--- config.mk ---
export PLATFORM = sky130hd
export DESIGN_NAME = fetch_unit
export DESIGN_NICKNAME = d
export VERILOG_FILES = /design/src/rtl/fetch_unit.sv
export SDC_FILE = /design/constraint.sdc
export NUM_CORES = 1
export LEC_CHECK = 0
export CORE_MARGIN = 1
export CORE_UTILIZATION = 35
export DETAILED_ROUTE_END_ITERATION = 12
export PLACE_DENSITY = 0.76
export SLEW_MARGIN = 30
export SYNTH_ARGS = -nofsm -noshare
export SYNTH_HDL_FRONTEND = slang
export SYNTH_SLANG_ARGS = --single-unit
--- constraint.sdc ---
create_clock -name clock -period 2.1 [get_ports clock]
set_input_delay 0.42 -clock clock [delete_from_list [all_inputs] [get_ports clock]]
set_output_delay 0.42 -clock clock [all_outputs]
set_load 0.01 [all_outputs]
--- src/rtl/fetch_unit.sv ---
// Instruction fetch unit: issues one word read at the committed PC, holds the
// fetched instruction for decode, then waits for execute to commit the next PC.
// A misaligned committed PC halts fetch until reset.
module fetch_unit #(
  parameter logic [31:0] RESET_PC = 32'h0000_0000
) (
  input  logic        clock,
  input  logic        reset,
  input  logic [31:0] programCounterInput,
  input  logic        pcWriteEnable,
  output logic [31:0] memAddress,
  output logic        memRequest,
  input  logic        memAck,
  input  logic [31:0] memReadData,
  output logic [31:0] instruction,
  output logic [31:0] pcOfInstruction,
  output logic        instructionValid,
  input  logic        instructionReady,
  output logic        fetchMisaligned
);

  typedef enum logic [1:0] {REQUEST, HOLD, WAIT_PC, HALT} state_e;

  state_e      state_q, state_d;
  logic [31:0] pc_q, instr_q, pcof_q;
  logic        valid_q, misal_q;
  // Cleared by reset, set on the first edge after release: keeps memRequest low
  // while reset is held even though the state already sits in REQUEST.
  logic        live_q;

  logic take_fetch, pc_commit, pc_aligned;

  assign take_fetch = (state_q == REQUEST) && live_q && memAck;
  assign pc_commit  = (state_q == WAIT_PC) && pcWriteEnable;
  assign pc_aligned = (programCounterInput[1:0] == 2'b00);

  // State register
  always_ff @(posedge clock or negedge reset) begin
    if (!reset) state_q <= REQUEST;
    else        state_q <= state_d;
  end

  // Next-state logic; pcWriteEnable only matters in WAIT_PC
  always_comb begin
    state_d = state_q;
    case (state_q)
      REQUEST: if (take_fetch)       state_d = HOLD;
      HOLD:    if (instructionReady) state_d = WAIT_PC;
      WAIT_PC: if (pcWriteEnable)    state_d = pc_aligned ? REQUEST : HALT;
      HALT:                          state_d = HALT;
      default:                       state_d = REQUEST;
    endcase
  end

  // Memory-side outputs, combinational from state and pc
  always_comb begin
    memRequest = (state_q == REQUEST) && live_q;
    memAddress = pc_q;
  end

  // PC, fetched instruction and status registers
  always_ff @(posedge clock or negedge reset) begin
    if (!reset) begin
      live_q  <= 1'b0;
      pc_q    <= RESET_PC;
      instr_q <= 32'h0;
      pcof_q  <= 32'h0;
      valid_q <= 1'b0;
      misal_q <= 1'b0;
    end else begin
      live_q <= 1'b1;
      if (take_fetch) begin
        instr_q <= memReadData;
        pcof_q  <= pc_q;
        valid_q <= 1'b1;
      end else if (state_q == HOLD && instructionReady) begin
        valid_q <= 1'b0;
      end
      // No increment here: the next PC always comes from execute
      if (pc_commit) begin
        pc_q <= programCounterInput;
        if (!pc_aligned) misal_q <= 1'b1;
      end
    end
  end

  assign instruction      = instr_q;
  assign pcOfInstruction  = pcof_q;
  assign instructionValid = valid_q;
  assign fetchMisaligned  = misal_q;

endmodule

== Yosys cells after proc, flatten, opt, wreduce, memory -nomap -nowiden ==
Index checks and enable logic that the tools add are counted.
Storage, ports and cells
  bits in latches: 0
  logic and storage cells: 30
  register bits after elaboration: 101
  memory bits (read-only): 0
  memories: 0
  memory bits (writable): 0
  input port bits: 69
  output and inout bits: 99
Cells by class
  bitwise operators: 1
  reductions and logical operators: 9
  $add $sub $neg: 0
  equal/unequal tests: 6
  div/mod/pow operators: 0
  shift operators: 0
  multiply operators: 0
  order comparisons: 0
  mux-type cells: 7
Operators with widths (count)
  2-bit two-way mux: 4
  2-bit one-hot mux with 4 select lines: 1
  2-bit inequality test, second input constant: 3
  2-bit == test, second input constant: 2
  1-bit logical AND: 4
  2-bit logical NOT: 2
  3-bit AND reduction: 1
  2-bit by 1-bit == test with 1-bit output, second input constant: 1
  1-bit two-way mux: 2
  2-bit AND reduction: 1
  2-bit nonzero test: 1
  1-bit inverter: 1

== Depth between registers and ports, before layout ==
  word-level depth: 5
  mapped depth: 4
  mapped depth without buffers: 2

== Worst setup path before layout ==
Ideal clock, no wire load.
  path kind: register -> register
  start: reg state_q[0]
  end: reg instr_q[0], in the netlist instruction[0]
  buffers on the path: 2
  data required time: 1.975 ns
  setup slack: 0.657 ns
  data arrival time: 1.317 ns
  library setup time: 0.125 ns
  cell stages (with the launch flop): 5
  clock period less this slack: 1.443 ns
  path through: dfrtp_1 and4bb_1 buf_6 buf_6 mux2_4
On the way
  longest elaborated chain between the ends: 3
RTL lines
  start: declaration: line 24  | state_e state_q, state_d;
  start signal: assignment: line 40  | else state_q <= state_d;
  2-bit logical NOT: line 33  | assign take_fetch = (state_q == REQUEST) && live_q && memAck;
  1-bit logical AND (2 in series): line 33
  end signal: assignment: line 73  | instr_q <= memReadData;
  end: declaration: line 25  | logic [31:0] pc_q, instr_q, pcof_q;
No other way between the ends.
A chain may end at the register's enable or synchronous reset.

== Final worst setup path ==
  start: reg state_q[0]
  end: out memRequest
On the way
  longest elaborated chain between the ends: 2
RTL lines
  2-bit logical NOT: line 57  | memRequest = (state_q == REQUEST) && live_q;
  1-bit logical AND: line 57
  end: declaration: line 12  | output logic memRequest,
No other way between the ends.

==> flow_summary.json <==
{
  "run_status": "finished, final reports clean",
  "hold_buffers": 0,
  "synth.area.mux_share_pct": 31.8,
  "yosys_warnings": 0,
  "hold_viol_final": 0,
  "fmax_mhz": 505,
  "cp-end-kind": "primary output",
  "antenna_found_initial": 0,
  "synth_seq_cells": 101,
  "r2r.worst_path.cells": 3,
  "multi_input_area_sq_um": 1360,
  "crit_path_max_fanout": 7,
  "power.density_nw_per_um2": 1110,
  "fin_skew_ns": 0.00374,
  "htree_levels": 3,
  "synth_cell_types": 19,
  "area_growth_pct": 53.9,
  "wl_per_cell_um": 16.2,
  "netlist_area_sq_um": 3980,
  "core-area_sq_um": 11000,
  "ys_seq_area_share_pct": 63.5,
  "synth-xor-area-share_pct": 0,
  "synth_most_common_cell": "dfrtp_1",
  "cap_violations": 0,
  "dr.first_iter.drc_count": 86,
  "cts-root-buf": "clkbuf_16",
  "layout-drive-gt1-share_pct": 27.5,
  "synth_top_family_by_area": "multiplexers",
  "drcViolationCount": 0,
  "synth_common_cells": "101 x dfrtp_1, 49 x mux2_4, 40 x mux2_2",
  "vdd_drop_max_v": 0.000843,
  "synth_area_leaders": "dfrtp_1 63%, mux2_4 18%, mux2_2 11%",
  "post_cts_resized": 0,
  "critPathKind": "reg2out",
  "drt.antenna.violating_nets": 0,
  "worst_hold_path_type": "in2async",
  "initial_utilization_pct": 36.2,
  "final_cells": 540,
  "grt-ovfl-total": 0,
  "viasPerCell": 4.61,
  "die_height_um": 109,
  "synth_area_leader_cell": "dfrtp_1",
  "drv_slew": 0,
  "grt_pass1_vias": 2754,
  "synth_top_flop_cell": "dfrtp_1",
  "cts.clk_slew.worst_paths_ns": 0.06,
  "avgSynthCellArea_sq_um": 17.9,
  "setup_violations": 0,
  "die_x_um": 109,
  "wirelength_um": 8770,
  "cts_buffers": 9,
  "worstPathRequired_ns": 1.68,
  "dp_hpwl_um": 6080,
  "post-route-min-period_ns": 1.98,
  "gp_routability_congestion": 0.670,
  "finalCritPeriodShare_pct": 94.2,
  "num-fill-cells": 909,
  "track_usage_pct": 15.7,
  "cts_tree": "yes",
  "synthArstFlopShare_pct": 100,
  "crit_path_start_kind": "flip-flop",
  "dp_cells": 525,
  "synth_compound_area_share_pct": 1.32,
  "clock_path_buffers": 2,
  "crit_arrival_ns": 1.56,
  "drtPass1Iterations": 4,
  "synth_top_area_share_pct": 63.5,
  "row_count": 38,
  "post_cts_buffers": 0,
  "antenna_cells": 0,
  "synthCells": 222,
  "clock_latency_ns": 0.34,
  "leakagePower_nw": 2.72,
  "grt_max_degree": 42,
  "ios": 168,
  "die-area_sq_um": 11800,
  "io_buffers": 167,
  "fin_setup_tns_ns": 0,
  "regArea_sq_um": 2530,
  "synthSimpleGateAreaFrac_pct": 0.943,
  "clkSinkCount": 101,
  "synth_enable_flop_cells": 0,
  "grt_first_pass_wirelength_um": 13800,
  "synth.net_count": 291,
  "num_vias": 2487,
  "final_nets": 465,
  "yosys.area_share.adder_pct": 0,
  "rsz0062_at_grt": "no"
}
sequential cells by signal (all words and copies together), names as in the netlist:
| register | cells |
|---|---|
| memAddress | 32 |
| pcOfInstruction | 32 |
| instructionValid | 1 |
| fetchMisaligned | 1 |
| instruction | 32 |
| live_q | 1 |
| state_q | 2 |
cell usage in the layout (no fill, tap or decap):
| cell type | n |
|---|---|
| dfrtp_1 | 101 |
| clkbuf_1 | 2 |
| clkinv_2 | 1 |
| o311a_1 | 1 |
| a21o_1 | 1 |
| buf_12 | 5 |
| o21a_1 | 1 |
| a211o_1 | 1 |
| a21oi_1 | 1 |
| a31oi_1 | 1 |
| mux2_1 | 7 |
| buf_4 | 2 |
| nor2_1 | 1 |
| clkdlybuf4s50_1 | 166 |
| and4bb_4 | 1 |
| o21bai_1 | 1 |
| conb_1 | 1 |
| clkbuf_8 | 3 |
| and3_1 | 1 |
| mux2_2 | 40 |
| nand3b_1 | 2 |
| mux2_4 | 49 |
| clkbuf_16 | 9 |
| inv_1 | 2 |
worst paths after layout:
check / start / endpoint / slack, ns
min: reset / instruction[21]$_DFFE_PN0P_ / 0.02
min reg2reg: fetchMisaligned$_DFFE_PN0P_ / fetchMisaligned$_DFFE_PN0P_ / 0.48
max reg2reg: state_q[0]$_DFFE_PN0P_ / pcOfInstruction[2]$_DFFE_PN0P_ / 0.52
min in group clock: fetchMisaligned$_DFFE_PN0P_ / fetchMisaligned$_DFFE_PN0P_ / 0.48
max: state_q[0]$_DFFE_PN0P_ / memRequest / 0.12
max in group asynchronous: reset / instruction[24]$_DFFE_PN0P_ / 1.49
worst max-delay path: stages (launching register included):
cell and delay, ns:
dfrtp_1 0.43, inv_1 0.09, and3_1 0.16, clkdlybuf4s50_1 0.53
routing by layer:
metal	up-vias	track usage, %	part of all wire (%)
met5	-	0	0
met1	1246	17.7	41
met3	9	7.35	10
li1	1124	-	-
met4	0	5.79	1.4
met2	108	25.8	48
where the power goes:
group / leakage [nW] / internal, mW / switching [mW] / total [mW]
Combinational: 1.29 / 1.60 / 0.746 / 2.34
Sequential: 1.29 / 2.54 / 0.382 / 2.92
Clock: 0.139 / 0.893 / 0.662 / 1.56
cell families after synthesis:
group / after synthesis
muxes: 96
DFF: 101
other: 1
buffers and inverters: 12
and+or+nand+nor: 5
AOI/OAI and AO/OA: 7
through the flow:
step	power, mW	util [%]	setup WS [ns]	instance area (sq um)	hold slack (ns)
floorplan	3.79	-	0.657	3980	0.124
global placement	5.25	53.3	0.169	5850	0.389
detailed placement	5.31	53.3	0.146	5850	0.400
CTS	6.93	55.8	0.0912	6130	0.0202
global route	7.20	55.8	0.0601	6130	0.0370
finish	6.81	55.8	0.122	6130	0.0218
area by class of cell:
cell class | count | area share, %
clock buffer | 14 | 4.47
clock inverter | 1 | 0.0817
inverter | 2 | 0.122
multi-input combinational | 109 | 22.2
sequential | 101 | 41.2
tap | 140 | 2.86
timing repair buffer | 173 | 29.0
No activity file was read; power rests on OpenSTA's default activity.
